File: src/rtl/instr_sequencer_if.sv
// Bus between the instruction sequencer and the memory/datapath it controls.
// The master modport is the sequencer; the slave modport is the surrounding datapath.
interface instr_sequencer_if #(
  parameter int CNT_W = 16
);
  logic             run;
  logic [3:0]       opcode;
  logic             mem_ready;
  logic [3:0]       alu_op;
  logic             pc_load;
  logic             pc_inc;
  logic             ir_load;
  logic             mem_read;
  logic             mem_write;
  logic             reg_write;
  logic [2:0]       state;
  logic             err;
  logic [CNT_W-1:0] instr_count;

  modport master (
    input  run, opcode, mem_ready,
    output alu_op, pc_load, pc_inc, ir_load, mem_read, mem_write, reg_write,
           state, err, instr_count
  );

  modport slave (
    output run, opcode, mem_ready,
    input  alu_op, pc_load, pc_inc, ir_load, mem_read, mem_write, reg_write,
           state, err, instr_count
  );
endinterface

File: src/rtl/instr_sequencer.sv
// Multi-cycle FETCH/DECODE/EXEC/MEM/WB sequencer for the tau datapath.
// Define SEQ_HALT_EN to make opcode 1111 retire into a terminal HALT state.
module instr_sequencer #(
  parameter int WAIT_MAX = 16,
  parameter int CNT_W    = 16
) (
  input logic               clk,
  input logic               rst,
  instr_sequencer_if.master bus
);
  typedef enum logic [2:0] {
    S_IDLE   = 3'd0,
    S_FETCH  = 3'd1,
    S_DECODE = 3'd2,
    S_EXEC   = 3'd3,
    S_MEM    = 3'd4,
    S_WB     = 3'd5,
    S_HALT   = 3'd6,
    S_ERR    = 3'd7
  } state_t;

  localparam logic [3:0] OP_LOAD  = 4'h0;
  localparam logic [3:0] OP_STORE = 4'h1;
  localparam logic [3:0] OP_JMP   = 4'hE;
  localparam int WW = $clog2(WAIT_MAX + 1);
  localparam logic [WW-1:0] WAIT_LAST = WW'(WAIT_MAX - 1);

  state_t           state_q, state_d;
  logic [3:0]       op_q, op_d;
  logic [WW-1:0]    wait_q, wait_d;
  logic [CNT_W-1:0] cnt_q, cnt_d;
  logic             err_q, err_d;
  logic             is_mem_op;
  logic             is_halt_op;
  state_t           retire_state;

  assign is_mem_op    = (op_q == OP_LOAD) || (op_q == OP_STORE);
`ifdef SEQ_HALT_EN
  assign is_halt_op   = (op_q == 4'hF);
`else
  assign is_halt_op   = 1'b0;
`endif
  assign retire_state = bus.run ? S_FETCH : S_IDLE;

  always_comb begin
    state_d = state_q;
    op_d    = op_q;
    wait_d  = wait_q;
    cnt_d   = cnt_q;
    err_d   = err_q;
    case (state_q)
      S_IDLE: if (bus.run) state_d = S_FETCH;
      S_FETCH, S_MEM: begin
        if (bus.mem_ready) begin
          wait_d = '0;
          if (state_q == S_FETCH) begin
            state_d = S_DECODE;
          end else if (op_q == OP_LOAD) begin
            state_d = S_WB;
          end else begin
            state_d = retire_state;
            cnt_d   = cnt_q + CNT_W'(1);
          end
        end else if (wait_q == WAIT_LAST) begin
          // This low cycle is the WAIT_MAX-th in a row: give up on the access.
          state_d = S_ERR;
          err_d   = 1'b1;
          wait_d  = '0;
        end else begin
          wait_d = wait_q + WW'(1);
        end
      end
      S_DECODE: begin
        op_d    = bus.opcode;
        state_d = S_EXEC;
      end
      S_EXEC: begin
        if (is_mem_op) begin
          state_d = S_MEM;
        end else if (op_q == OP_JMP) begin
          state_d = retire_state;
          cnt_d   = cnt_q + CNT_W'(1);
        end else if (is_halt_op) begin
          state_d = S_HALT;
          cnt_d   = cnt_q + CNT_W'(1);
        end else begin
          state_d = S_WB;
        end
      end
      S_WB: begin
        state_d = retire_state;
        cnt_d   = cnt_q + CNT_W'(1);
      end
      default: ; // HALT and ERR are left only through reset
    endcase
  end

  always_ff @(posedge clk or posedge rst) begin
    if (rst) begin
      state_q <= S_IDLE;
      op_q    <= '0;
      wait_q  <= '0;
      cnt_q   <= '0;
      err_q   <= 1'b0;
    end else begin
      state_q <= state_d;
      op_q    <= op_d;
      wait_q  <= wait_d;
      cnt_q   <= cnt_d;
      err_q   <= err_d;
    end
  end

  // Strobes decode from the current state; ir_load/pc_inc also follow mem_ready.
  always_comb begin
    bus.alu_op    = 4'h0;
    bus.pc_load   = 1'b0;
    bus.pc_inc    = 1'b0;
    bus.ir_load   = 1'b0;
    bus.mem_read  = 1'b0;
    bus.mem_write = 1'b0;
    bus.reg_write = 1'b0;
    case (state_q)
      S_FETCH: begin
        bus.mem_read = 1'b1;
        if (bus.mem_ready) begin
          bus.ir_load = 1'b1;
          bus.pc_inc  = 1'b1;
        end
      end
      S_EXEC: begin
        if (op_q == OP_JMP)               bus.pc_load = 1'b1;
        else if (!is_mem_op && !is_halt_op) bus.alu_op = op_q;
      end
      S_MEM: begin
        if (op_q == OP_LOAD) bus.mem_read  = 1'b1;
        else                 bus.mem_write = 1'b1;
      end
      S_WB:    bus.reg_write = 1'b1;
      default: ;
    endcase
  end

  assign bus.state       = state_q;
  assign bus.err         = err_q;
  assign bus.instr_count = cnt_q;
endmodule
File: src/flat_wrapper.sv
// flat-port wrapper written by rule: the top's interface ports become plain ports
module instr_sequencer_flat 
#(
  parameter int WAIT_MAX = 16,
  parameter int CNT_W    = 16
)
  (clk, rst, bus_run, bus_opcode, bus_mem_ready, bus_alu_op, bus_pc_load, bus_pc_inc, bus_ir_load, bus_mem_read, bus_mem_write, bus_reg_write, bus_state, bus_err, bus_instr_count);
  instr_sequencer_if #(.CNT_W(CNT_W)) bus_i ();
  input logic clk;
  input logic rst;
  input wire logic [$bits(bus_i.run)-1:0] bus_run;
  input wire logic [$bits(bus_i.opcode)-1:0] bus_opcode;
  input wire logic [$bits(bus_i.mem_ready)-1:0] bus_mem_ready;
  output wire logic [$bits(bus_i.alu_op)-1:0] bus_alu_op;
  output wire logic [$bits(bus_i.pc_load)-1:0] bus_pc_load;
  output wire logic [$bits(bus_i.pc_inc)-1:0] bus_pc_inc;
  output wire logic [$bits(bus_i.ir_load)-1:0] bus_ir_load;
  output wire logic [$bits(bus_i.mem_read)-1:0] bus_mem_read;
  output wire logic [$bits(bus_i.mem_write)-1:0] bus_mem_write;
  output wire logic [$bits(bus_i.reg_write)-1:0] bus_reg_write;
  output wire logic [$bits(bus_i.state)-1:0] bus_state;
  output wire logic [$bits(bus_i.err)-1:0] bus_err;
  output wire logic [$bits(bus_i.instr_count)-1:0] bus_instr_count;
  assign bus_i.run = bus_run;
  assign bus_i.opcode = bus_opcode;
  assign bus_i.mem_ready = bus_mem_ready;
  assign bus_alu_op = bus_i.alu_op;
  assign bus_pc_load = bus_i.pc_load;
  assign bus_pc_inc = bus_i.pc_inc;
  assign bus_ir_load = bus_i.ir_load;
  assign bus_mem_read = bus_i.mem_read;
  assign bus_mem_write = bus_i.mem_write;
  assign bus_reg_write = bus_i.reg_write;
  assign bus_state = bus_i.state;
  assign bus_err = bus_i.err;
  assign bus_instr_count = bus_i.instr_count;
  instr_sequencer #(.WAIT_MAX(WAIT_MAX), .CNT_W(CNT_W)) u_core (.clk(clk), .rst(rst), .bus(bus_i));
endmodule
File: config.mk
export PLATFORM = sky130hd
export DESIGN_NAME = instr_sequencer_flat
export DESIGN_NICKNAME = d
export VERILOG_FILES = /design/src/rtl/instr_sequencer_if.sv /design/src/rtl/instr_sequencer.sv /design/src/flat_wrapper.sv
export SDC_FILE = /design/constraint.sdc
export NUM_CORES = 1
export LEC_CHECK = 0
export CAP_MARGIN = 20
export CORE_MARGIN = 2
export CORE_UTILIZATION = 53
export DETAILED_ROUTE_END_ITERATION = 6
export PLACE_DENSITY_LB_ADDON = 0.05
export SLEW_MARGIN = 20
export SYNTH_ARGS = -nofsm -noshare
export SYNTH_HDL_FRONTEND = slang
export SYNTH_SLANG_ARGS = --single-unit
File: constraint.sdc
create_clock -name clk -period 2.9 [get_ports clk]
set_clock_uncertainty 0.2 [all_clocks]
set_input_delay 0.58 -clock clk [delete_from_list [all_inputs] [get_ports clk]]
set_output_delay 0.58 -clock clk [all_outputs]
set_load 0.02 [all_outputs]
==> flow_summary.ini <==
[yosys]
synth_top_family_by_area = compound AO/OA/AOI/OAI gates
synthFlopType = dfrtp_1
synth-edff-count = 0
avgSynthCellArea_sq_um = 10.3
synth_xor_area_share_pct = 7.97
synthArstFlopShare_pct = 100
netlist_top_cells_count = dfrtp_1 (29), xor2_1 (14), a21oi_1 (13), nand2_1 (10), nor2_1 (9)
seq_area_frac_synth_pct = 44.0
synth_cells = 160
synth-compound-area-share_pct = 19.3
synth_top_area_share_pct = 44.0
synth_area_leaders = dfrtp_1 (44%), xor2_1 (7.4%), a21oi_1 (3.9%)
synth_area_sq_mm = 0.00165
synth_top_area_cell = dfrtp_1
synthAdderAreaFrac_pct = 1.52
synthSimpleGateAreaFrac_pct = 18.0
ys_ff_latch = 29
muxShareOfSynthArea_pct = 3.42
syn-num-nets = 170
synth_cell_type_count = 48
synth_warnings = 0
yosysMostFrequentCell = dfrtp_1

[routing]
dr.pass1.iters = 4
ant_nets = 0
dr_total_vias = 1387
drc_errors = 0
viasPerCell = 5.93
drt_iter0_markers = 61
wl_per_cell_microns = 15.2
totalWireLength_mm = 3.56

[sta]
timing.hold.ws_ns = 0.264
rsz0062_at_grt = false
layout_min_cycle_time_ns = 2.76
slew_violations = 0
hold_viol_final = 0
fmax_mhz = 362
finalSetupTns_ns = 0
slew_headroom_pct = 60.7
setup_viol = 0
worst_slew_pin_slew_ns = 0.585
fin_crit_sh_pct = 95.2

[run]
cap_viol_max_count = 0

[place]
place_area_sq_mm = 0.00203
placedCellCount = 226
portBuffers = 37
dp_hpwl_mm = 2.46
gp_congestion = 0.856

[finish]
num_antenna_cells = 0
finalNetCount = 210
area_growth_syn_to_layout_pct = 27.9
final_cell_area_sq_mm = 0.00211
finalNonFillerCells = 234
layout-drive-gt1-share_pct = 16.4

[global_route]
grtUsageMet1_pct = 29.4
grt_overflow_total = 0
use_met2_pct = 33.9
antenna_found_initial = 0
grt_use_met3_pct = 6.49
grt_pass1_vias = 1299
grt_start_max_net_pins = 30
busiest_layer = met2
grt_pass1_wl_mm = 5.95
track_usage_pct = 22.6

[cts]
clkTransAtPathRegs_ns = 0.10
cts_buffer_depth = 2
clockRootBuffer = clkbuf_4
cts_tree = yes
cts_hold_buf = 0
post_cts_buffers = 0
cts_sinks = 29
htree_num_levels = 2
insertion_delay_ns = 0.33
cts_buffers = 5

[power_and_ir_drop]
p_leak_nw = 0.873
total_power_mw = 2.30
p_per_area_mw_per_mm2 = 1090
ir_worst_vdd_uv = 612

[worst_setup_path]
start_kind = register
worst-endpoint-arrival_ns = 1.98
worstSetupPathType = register to output port
cp-end-kind = output port
cp_max_fo = 5
critPathRequiredTime_ns = 2.12

[floorplan]
io_pins = 38
die-area_sq_mm = 0.00357
rows = 20
core-area_sq_mm = 0.00300
initial_core_util_pct = 54.9
die_h_microns = 59.8
die_w_microns = 59.8

[hold_path]
hp-class = register to register

[outcome]
status = finished, final reports clean
## per-stage QoR
step           setup slack, ns  util [%]
2_1_floorplan            0.638         -
3_5_place_dp             0.185      67.5
5_1_grt                 0.0327      70.2
4_1_cts                0.00435      69.9
3_3_place_gp             0.224      67.5
6_report                 0.138      70.2
## cell usage in the layout, fill, tap and decap left out, drive strengths merged, types with 3 or more instances in the layout
cell type       n
a2111oi         4
a211oi          4
a21oi          13
and2            3
and3            3
and4            3
buf             5
clkbuf          7
clkdlybuf4s50  35
dfrtp          29
inv             6
mux2            5
nand2          10
nand2b          4
nand3           6
nand4           4
nor2            9
nor3            3
o21ai           5
xor2           14
## final cells by class
cell class | instances | area, sq um
Tap cell | 33 | 41.3
Clock buffer | 7 | 65.1
Fill cell | 250 | 895
Inverter | 7 | 26.3
Timing Repair Buffer | 42 | 409
Clock inverter | 1 | 5.00
Multi-Input combinational cell | 115 | 835
Sequential cell | 29 | 727
## power breakdown
group	internal [mW]	total, mW	switching (mW)	leakage, nW
clock network	0.140	0.292	0.152	0.0413
logic	0.564	1.21	0.645	0.503
registers	0.574	0.797	0.223	0.328
total	1.28	2.30	1.02	0.873
## path summary, 6_finish.rpt
path / end / from / slack [ns] / depth (start not counted)
max: bus_alu_op[1] / u_core.op_q[0] / 0.14 / 4
max in group asynchronous: u_core.bus.state[2] / rst / 1.81 / 3
min reg2reg: u_core.bus.err / u_core.bus.err / 0.26 / 1
min: u_core.bus.err / u_core.bus.err / 0.26 / 1
max reg2reg: u_core.bus.instr_count[13] / u_core.op_q[0] / 0.77 / 5
min in group asynchronous: u_core.bus.instr_count[6] / rst / 0.40 / 3
## critical path: stages, from the launching register on
cell and delay (ns):
dfrtp_1 0.43, nand4b_1 0.27, and3_2 0.27, and2_1 0.15
clkdlybuf4s50_1 0.53
## logic make-up after synthesis
logic type | count (synthesis)
AOI/OAI and AO/OA | 40
muxes | 5
xor gates and xnor gates | 15
DFF | 29
buffers and inverters | 16
and+or+nand+nor | 53
adders and majority gates | 2
## registers in the layout, indices dropped and copies added (netlist names)
signal / count
u_core.bus.err: 1
u_core.bus.state: 3
u_core.bus.instr_count: 16
u_core.wait_q: 5
u_core.op_q: 4
## routing by layer
metal,wire length [microns],vias to the layer above,share of wire (%)
met5,0,-,0
met4,74,0,2.1
met3,231,7,6.5
met2,1680,55,47
met1,1580,664,44
li1,-,661,-
## timing repair
item,in CTS,in global routing
cloned,0,0
setup endpoints to repair,5,4
resized for setup,2,3
Note: power is estimated with default switching activity, not from simulation.
